<file path="src/rtl/core_lsu_wport.sv">
// Dcache write port and refill engine: write-through store buffer, line refill, uncached read, invalidate.
// Optional DCACHE_REFILL_EARLY_READY_EN returns the critical word during the burst instead of at tag write.
module core_lsu_wport #(
    parameter int WAY_CNT    = 2,
    parameter int WBUF_DEPTH = 4
) (
    input  logic                   clk,
    input  logic                   rst_n,
    input  logic                   refill_req_i,
    input  logic                   uc_read_req_i,
    input  logic                   hit_write_i,
    input  logic                   miss_write_i,
    input  logic                   uc_write_i,
    input  logic                   inv_req_i,
    input  logic [31:0]            addr_i,
    input  logic [1:0]             size_i,
    input  logic [WAY_CNT-1:0]     wsel_i,
    input  logic [3:0]             wstrb_i,
    input  logic [31:0]            wdata_i,
    output logic                   read_ready_o,
    output logic [31:0]            rdata_o,
    output logic                   uop_ready_o,
    output logic                   uc_write_ready_o,
    output logic                   wbuf_full_o,
    output logic [9:0]             data_waddr_o,
    output logic [WAY_CNT*4-1:0]   data_we_o,
    output logic [31:0]            data_wdata_o,
    output logic [7:0]             tag_waddr_o,
    output logic [WAY_CNT-1:0]     tag_we_o,
    output logic [20:0]            tag_wdata_o,
    output logic                   bus_req_o,
    output logic                   bus_we_o,
    output logic [31:0]            bus_addr_o,
    output logic [1:0]             bus_size_o,
    output logic [1:0]             bus_len_o,
    output logic [31:0]            bus_wdata_o,
    output logic [3:0]             bus_wstrb_o,
    input  logic                   bus_ready_i,
    input  logic                   bus_rvalid_i,
    input  logic [31:0]            bus_rdata_i,
    input  logic                   bus_rlast_i
);

    localparam int VW = (WAY_CNT > 1) ? $clog2(WAY_CNT) : 1;
    localparam int AW = (WBUF_DEPTH > 1) ? $clog2(WBUF_DEPTH) : 1;
    localparam int CW = $clog2(WBUF_DEPTH + 1);

    typedef enum logic [2:0] {
        IDLE, DRAIN, RD_REQ, RD_DATA, TAG_WR, UC_REQ, UC_DATA, INV
    } state_e;

    typedef struct packed {
        logic [31:0] addr;
        logic [1:0]  size;
        logic [3:0]  strb;
        logic [31:0] wdata;
    } wbuf_entry_t;

    state_e            state_q, state_d;
    logic [CW-1:0]     count_q, count_d;
    logic [AW-1:0]     wr_ptr_q, wr_ptr_d;
    logic [AW-1:0]     rd_ptr_q, rd_ptr_d;
    logic [VW-1:0]     victim_q, victim_d;
    logic [1:0]        beat_q, beat_d;
`ifndef DCACHE_REFILL_EARLY_READY_EN
    logic [31:0]       rdata_q, rdata_d;
`endif

    wbuf_entry_t       wbuf_q [WBUF_DEPTH];
    wbuf_entry_t       enq_entry;
    wbuf_entry_t       head;
    logic              full, empty, enq, deq, wr_phase;

    assign full      = (count_q == CW'(WBUF_DEPTH));
    assign empty     = (count_q == '0);
    assign wr_phase  = (state_q == IDLE) || (state_q == DRAIN);
    assign head      = wbuf_q[rd_ptr_q];
    assign enq_entry = '{addr: addr_i, size: size_i, strb: wstrb_i, wdata: wdata_i};
    // Stores enqueue whatever the FSM is doing; the full check also guards against an illegal hit store.
    assign enq       = rst_n && (hit_write_i || miss_write_i || uc_write_i) && !full;
    assign deq       = wr_phase && !empty && bus_ready_i;

    assign uc_write_ready_o = !full;
    assign wbuf_full_o      = full;

    always_comb begin
        count_d  = count_q;
        wr_ptr_d = wr_ptr_q;
        rd_ptr_d = rd_ptr_q;
        if (enq && !deq) count_d = count_q + CW'(1);
        else if (deq && !enq) count_d = count_q - CW'(1);
        if (enq) wr_ptr_d = (wr_ptr_q == AW'(WBUF_DEPTH - 1)) ? '0 : wr_ptr_q + AW'(1);
        if (deq) rd_ptr_d = (rd_ptr_q == AW'(WBUF_DEPTH - 1)) ? '0 : rd_ptr_q + AW'(1);
    end

    always_comb begin
        state_d  = state_q;
        victim_d = victim_q;
        beat_d   = beat_q;
`ifndef DCACHE_REFILL_EARLY_READY_EN
        rdata_d  = rdata_q;
`endif
        unique case (state_q)
            IDLE: begin
                if (inv_req_i) state_d = INV;
                else if (refill_req_i || uc_read_req_i) state_d = DRAIN;
            end
            DRAIN: begin
                if (empty) begin
                    if (refill_req_i) state_d = RD_REQ;
                    else if (uc_read_req_i) state_d = UC_REQ;
                    else state_d = IDLE;
                end
            end
            RD_REQ: begin
                beat_d = '0;
                if (bus_ready_i) state_d = RD_DATA;
            end
            RD_DATA: begin
                if (bus_rvalid_i) begin
                    beat_d = beat_q + 2'd1;
`ifndef DCACHE_REFILL_EARLY_READY_EN
                    if (beat_q == addr_i[3:2]) rdata_d = bus_rdata_i;
`endif
                    if (bus_rlast_i) state_d = TAG_WR;
                end
            end
            TAG_WR: begin
                victim_d = (victim_q == VW'(WAY_CNT - 1)) ? '0 : victim_q + VW'(1);
                state_d  = IDLE;
            end
            UC_REQ: if (bus_ready_i) state_d = UC_DATA;
            UC_DATA: if (bus_rvalid_i) state_d = IDLE;
            INV: state_d = IDLE;
            default: state_d = IDLE;
        endcase
    end

    always_ff @(posedge clk or negedge rst_n) begin
        if (!rst_n) begin
            state_q  <= IDLE;
            count_q  <= '0;
            wr_ptr_q <= '0;
            rd_ptr_q <= '0;
            victim_q <= '0;
            beat_q   <= '0;
`ifndef DCACHE_REFILL_EARLY_READY_EN
            rdata_q  <= '0;
`endif
        end else begin
            state_q  <= state_d;
            count_q  <= count_d;
            wr_ptr_q <= wr_ptr_d;
            rd_ptr_q <= rd_ptr_d;
            victim_q <= victim_d;
            beat_q   <= beat_d;
`ifndef DCACHE_REFILL_EARLY_READY_EN
            rdata_q  <= rdata_d;
`endif
        end
    end

    always_ff @(posedge clk) begin
        if (enq) wbuf_q[wr_ptr_q] <= enq_entry;
    end

    // Refill beats own the data RAM port; the pipeline is stalled during refill so hit stores do not collide.
    always_comb begin
        data_waddr_o = '0;
        data_we_o    = '0;
        data_wdata_o = '0;
        if (state_q == RD_DATA && bus_rvalid_i) begin
            data_waddr_o = {addr_i[11:4], beat_q};
            data_wdata_o = bus_rdata_i;
            for (int unsigned w = 0; w < WAY_CNT; w++) begin
                if (victim_q == VW'(w)) data_we_o[w*4 +: 4] = 4'hF;
            end
        end else if (rst_n && hit_write_i) begin
            data_waddr_o = addr_i[11:2];
            data_wdata_o = wdata_i;
            for (int unsigned w = 0; w < WAY_CNT; w++) begin
                if (wsel_i[w]) data_we_o[w*4 +: 4] = wstrb_i;
            end
        end
    end

    always_comb begin
        tag_waddr_o = '0;
        tag_we_o    = '0;
        tag_wdata_o = '0;
        if (state_q == INV) begin
            tag_waddr_o = addr_i[11:4];
            tag_we_o    = '1;
        end else if (state_q == TAG_WR) begin
            tag_waddr_o = addr_i[11:4];
            tag_wdata_o = {1'b1, addr_i[31:12]};
            for (int unsigned w = 0; w < WAY_CNT; w++) begin
                if (victim_q == VW'(w)) tag_we_o[w] = 1'b1;
            end
        end
    end

    always_comb begin
        bus_req_o   = 1'b0;
        bus_we_o    = 1'b0;
        bus_addr_o  = '0;
        bus_size_o  = '0;
        bus_len_o   = '0;
        bus_wdata_o = '0;
        bus_wstrb_o = '0;
        if (wr_phase && !empty) begin
            bus_req_o   = 1'b1;
            bus_we_o    = 1'b1;
            bus_addr_o  = head.addr;
            bus_size_o  = head.size;
            bus_wdata_o = head.wdata;
            bus_wstrb_o = head.strb;
        end else if (state_q == RD_REQ) begin
            bus_req_o  = 1'b1;
            bus_addr_o = {addr_i[31:4], 4'b0};
            bus_size_o = 2'd2;
            bus_len_o  = 2'd3;
        end else if (state_q == UC_REQ) begin
            bus_req_o  = 1'b1;
            bus_addr_o = addr_i;
            bus_size_o = size_i;
        end
    end

    always_comb begin
        read_ready_o = 1'b0;
        rdata_o      = '0;
        uop_ready_o  = (rst_n && miss_write_i && !full) || (state_q == TAG_WR) || (state_q == INV);
        if (state_q == UC_DATA && bus_rvalid_i) begin
            read_ready_o = 1'b1;
            rdata_o      = bus_rdata_i;
        end
`ifdef DCACHE_REFILL_EARLY_READY_EN
        if (state_q == RD_DATA && bus_rvalid_i && beat_q == addr_i[3:2]) begin
            read_ready_o = 1'b1;
            rdata_o      = bus_rdata_i;
        end
`else
        if (state_q == TAG_WR) begin
            read_ready_o = 1'b1;
            rdata_o      = rdata_q;
        end
`endif
    end

endmodule

</file>
<file path="config.mk">
export PLATFORM = sky130hd
export DESIGN_NAME = core_lsu_wport
export DESIGN_NICKNAME = d
export VERILOG_FILES = /design/src/rtl/core_lsu_wport.sv
export SDC_FILE = /design/constraint.sdc
export NUM_CORES = 1
export LEC_CHECK = 0
export ABC_CLOCK_PERIOD_IN_PS = 2700
export CAP_MARGIN = 20
export CORE_MARGIN = 2
export CORE_UTILIZATION = 40
export DETAILED_ROUTE_END_ITERATION = 8
export MAX_ROUTING_LAYER = met4
export PLACE_DENSITY = 0.76
export SLEW_MARGIN = 15
export SYNTH_ARGS = -nofsm -noshare
export SYNTH_HDL_FRONTEND = slang
export SYNTH_SLANG_ARGS = --single-unit
</file>
<file path="constraint.sdc">
create_clock -name clk -period 2.7 [get_ports clk]
set_input_delay 0.81 -clock clk [delete_from_list [all_inputs] [get_ports clk]]
set_output_delay 0.81 -clock clk [all_outputs]
set_load 0.02 [all_outputs]
</file>
After elaboration in Yosys (flattened, before gate mapping):

Memory sizes are Yosys's and may differ from the RTL's.
Index checks and enable logic that the tools add are counted.

* output and inout port bits: 191
* register bits after elaboration: 45
* bits in writable memories: 280
* input bits: 115
* memories: 1

Memories
* wbuf_q: depth 4, width 70, rd ports 1, clocked after memory_dff 0, wr ports 1, line 69 `wbuf_entry_t wbuf_q [WBUF_DEPTH];`

* add/subtract/negate cells: 6
* multiplexer cells: 56
* reductions and logical operators: 29
* equality and inequality tests: 18

Operator list (number)
* 2-to-1 mux 32 bit: 8
* 2-to-1 mux 21 bit: 2
* 2-to-1 mux 3 bit: 12
* 2-to-1 mux 8 bit: 4
* one-hot mux 3 bit (7 select lines): 1
* 2-to-1 mux 10 bit: 2
* 2-to-1 mux 2 bit: 10
* 2-to-1 mux 4 bit: 5
* equality test 3 bit, second input constant: 5
* != test 2 bit, second input constant: 6
* logical AND 1 bit: 11
* 2-to-1 mux 1 bit: 11
* AND reduction 7 bit: 1
* adder 2 x 1 -> 2 bit, second input constant: 3
* equality test 3 x 2 -> 1 bit, second input constant: 2
* logical NOT 3 bit: 2
* logical OR 1 bit: 6
* equality test 2 bit, second input constant: 2
* logical NOT 1 bit: 4
* one-hot mux 2 bit (2 select lines): 1
* nonzero test 2 bit: 2
* adder 3 x 1 -> 3 bit, second input constant: 1
* equality test 3 x 1 -> 1 bit, second input constant: 1
* != test 3 x 2 -> 1 bit, second input constant: 1
* other kinds (6): 6

Longest topological paths before layout:

Gate-level depths: netlist (run 1).

* depth after elaboration: 8
* mapped depth: 9

Worst setup path before layout (run 1):

No wires, ideal clock.

* path type: input-to-reg
* start: input hit_write_i
* end: memory wbuf_q[0][0] (netlist name) (enable)
* path slack: -489 ps
* arrival: 2753 ps
* path buffers: 0
* stages on the path: 2
* data required time: 2264 ps
* cell sequence: o311a_1 -> and2_1

* longest elaborated chain between the ends: 6

Ends and longest elaborated chain
* start, declared: line 11 `input logic hit_write_i,`
* logical OR 1 bit (2 in series): line 80 `assign enq = rst_n && (hit_write_i || miss_write_i || uc_write_i) && !full;`
* logical AND 1 bit (2 in series): line 80
* 2-to-1 mux 1 bit: line 164 `if (enq) wbuf_q[wr_ptr_q] <= enq_entry;`
* 2-to-1 mux 1 bit (implied by the code): line 164
* end, declared: line 69

Every way passes these cells.

Worst setup path after layout (run 1):

* start: register rd_ptr_q[0]
* end: output bus_wdata_o[11]

* longest elaborated chain between the ends: 2

Ends and longest elaborated chain
* start, declared: line 62 `logic [AW-1:0] rd_ptr_q, rd_ptr_d;`
* start signal, assigned: line 154 `rd_ptr_q <= rd_ptr_d;`
* memory read (4 x 70 bit)
* 2-to-1 mux 32 bit: line 211 `if (wr_phase && !empty) begin`
* end, declared: line 36 `output logic [31:0] bus_wdata_o,`

Every way passes these cells.

==> reports/results.tsv, run 1 <==
metric	value	unit
status	finished with violations	
failed_checks	negative setup slack	
initial_core_util	0.4072	
finalSetupTns	-28.58	ns
slowest_delay	0.51	ns
ys_seq_elements	325	
clock_latency	0.50	ns
routedWlPerCell	22.74	um
p_leak	8.833	nW
min_from	rdata_q[11]$_DFFE_PN0P_	
cts.root.buffer_cell	clkbuf_16	
portBuffers	305	
cts.sinks	325	
grt_pass1_wl	59910	um
fill_cells	2373	
fmax	0.3332	GHz
multi_input_area	0.005110	sq mm
setup_violations	163	
numPlacedInstances	1760	
yosys.area.top_type	edfxtp_1	
final_common_cell	edfxtp_1	
syn-num-nets	1025	
die_area	0.03677	sq mm
skew	0.01394	ns
final_cells	1884	
grt_overflow	0	
hpwl	26980	um
tightest_slew	0.6876	ns
hold_violations	0	
critPathBufInv	4	
synth_top_area_share	0.5963	
rsz0062_at_grt	yes	
slew_viol_final	0	
synthToLayoutAreaGrowth	57.01	%
fin_crit_sh	1.112	
synth_edf_count	280	
drc	0	
utilization	0.6394	
crit_path_max_fanout	6	
crit_path_start_kind	register	
finalPower	0.02366	W
cp-startpoint	rd_ptr_q[0]$_DFFE_PN0P_	
critPathTopFamily	buffers and inverters	
antenna_found_initial	3	
grt_max_degree	46	
first_pass_iters	6	
chipHeight	191.8	um
routed_via_density	5.375	
grt_pass1_vias	10163	
p_per_area	1069	mW/mm^2
period_needed	3.001	ns
post_synth_main_area_contributors	edfxtp_1 (60%), mux4_2 (11%), dfrtp_1 (8.0%)	
rr_startpoint	state_q[2]$_DFFE_PN0P_	
postSynthAreaPerCell	15.62	sq um
path_cells	buf_12 > buf_16 > buf_12 > mux4_2 > and2_4 > buf_6	
synth-main-ff-cell	edfxtp_1	
timing.critical_path.to_type	output port	
core_area	0.03463	sq mm
layout-drive-gt1-share	0.5309	
drt-total-wl	42840	um
relSlewSlack	0.5416	
whs	0.5088	ns
synthesis.area	0.01410	sq mm
place_congestion	0.7570	
row_count	68	
synth-async-reset-ratio	0.1385	
vias	10126	
ys_warn_count	0	
critPathKind	register to output port	
crit_path_frequent_cell	buf_12	
syn_inst	903	
ant_nets	0	
regArea	0.009545	sq mm
clk_pin_slew_worst_paths	0.06	ns
slowest_stage	dfrtp_4	
synth.yosys.seq_area_share	0.6761	
fin_ws	-0.3015	ns
final_cell_mix	edfxtp_1 (280), buf_6 (177), buf_4 (132)	
nNetsFinal	1522	
drv_cap	0	
hold_class	register to register	
cp.required	1.89	ns
netlist-cell-type-count	47	
ctsHoldBuffers	0	
grt.total_usage	0.2258	
cts_buffers	35	
cts_tree	yes	
drtIter0Drc	651	
io_pins	306	
die_width	191.8	um
clockBufferDepth	3	
irDropWorstVdd	0.5755	mV
htreeDepth	2	
crit_arrival	2.19	ns
-- flip-flops by register name, summed over array words and instances (netlist names) --
signal    cells
rdata_q      32
wbuf_q      280
state_q       3
wr_ptr_q      2
victim_q      1
count_q       3
beat_q        2
rd_ptr_q      2
-- kinds of logic after synthesis --
kind of cell	share of synthesized area
compound gates	0.04703
xor+xnor	0.003727
fa+ha+maj	0.006743
buf+inv	0.02555
flops	0.6761
mux	0.1421
simple gates	0.09876
-- synthesized netlist by cell type, types with 2 or more instances --
cell type	instances
edfxtp_1	280
nand2_1	142
mux4_2	70
and2_1	58
dfrtp_1	45
nand3_1	37
a22o_1	36
mux2_2	36
a21oi_1	34
clkbuf_1	30
and3_1	22
buf_2	20
o21ai_0	11
inv_1	10
nor2_1	9
buf_6	7
ha_1	6
a21o_1	4
buf_1	4
nor2b_1	4
xor2_1	4
nand2b_1	3
nor3_1	3
o21a_1	3
o211ai_1	2
xnor2_1	2
-- through the flow --
step           setup WS (ns)  cell area [sq um]
2_1_floorplan       -0.02992              14110
3_3_place_gp         -0.8650              19100
3_5_place_dp         -0.8719              19100
4_1_cts              -0.3183              21280
5_1_grt              -0.3380              22140
6_report             -0.3015              22140
-- final timing paths --
check | cells after the start | endpoint | slack, ns
max in group asynchronous | 3 | rd_ptr_q[0]$_DFFE_PN0P_ | 1.62
min in group asynchronous | 3 | count_q[2]$_DFFE_PN0P_ | 0.55
worst max-delay path | 6 | bus_wdata_o[11] | -0.30
worst min-delay path | 1 | rdata_q[11]$_DFFE_PN0P_ | 0.51
worst min register to register | 1 | rdata_q[11]$_DFFE_PN0P_ | 0.51
worst max register to register | 9 | count_q[1]$_DFFE_PN0P_ | 0.33
-- per-layer routing --
layer,global-route usage,vias up,wire length [um]
li1,-,4433,-
met1,0.2710,5171,16430
met2,0.3778,448,22260
met3,0.04970,74,3035
met4,0.07840,0,1122
met5,-,-,0
-- power breakdown --
part / leakage, nW / switching [W] / internal [W]
clock network: 0.570 / 0.00189 / 0.00291
logic: 5.16 / 0.00554 / 0.00623
registers: 3.10 / 0.000455 / 0.00663
total: 8.83 / 0.00789 / 0.0158
-- final cells by class --
type                            count  share of cell area
Sequential cell                   325              0.4311
Timing Repair Buffer              523              0.2571
Multi-Input combinational cell    504              0.2308
Clock buffer                       42             0.04312
Tap cell                          455             0.02571
Clock inverter                     21            0.009664
Inverter                           11            0.002091
Antenna cell                        3           0.0003391
-- what timing repair did --
action / in CTS / in global routing
endpoints found under the hold margin: 0 / 0
setup endpoints to repair: 188 / 187
cloned: 11 / 3
pin swaps: 51 / 61
resized for setup: 1022 / 284
buffers inserted: 37 / 14
Power figures use the tool's default switching activity.
==> run 2, diff against run 1 <==
- ABC_CLOCK_PERIOD_IN_PS: 2700 -> default
==> results of run 2 <==
No change in the layout: final DEF, timing and power equal those of run 1.
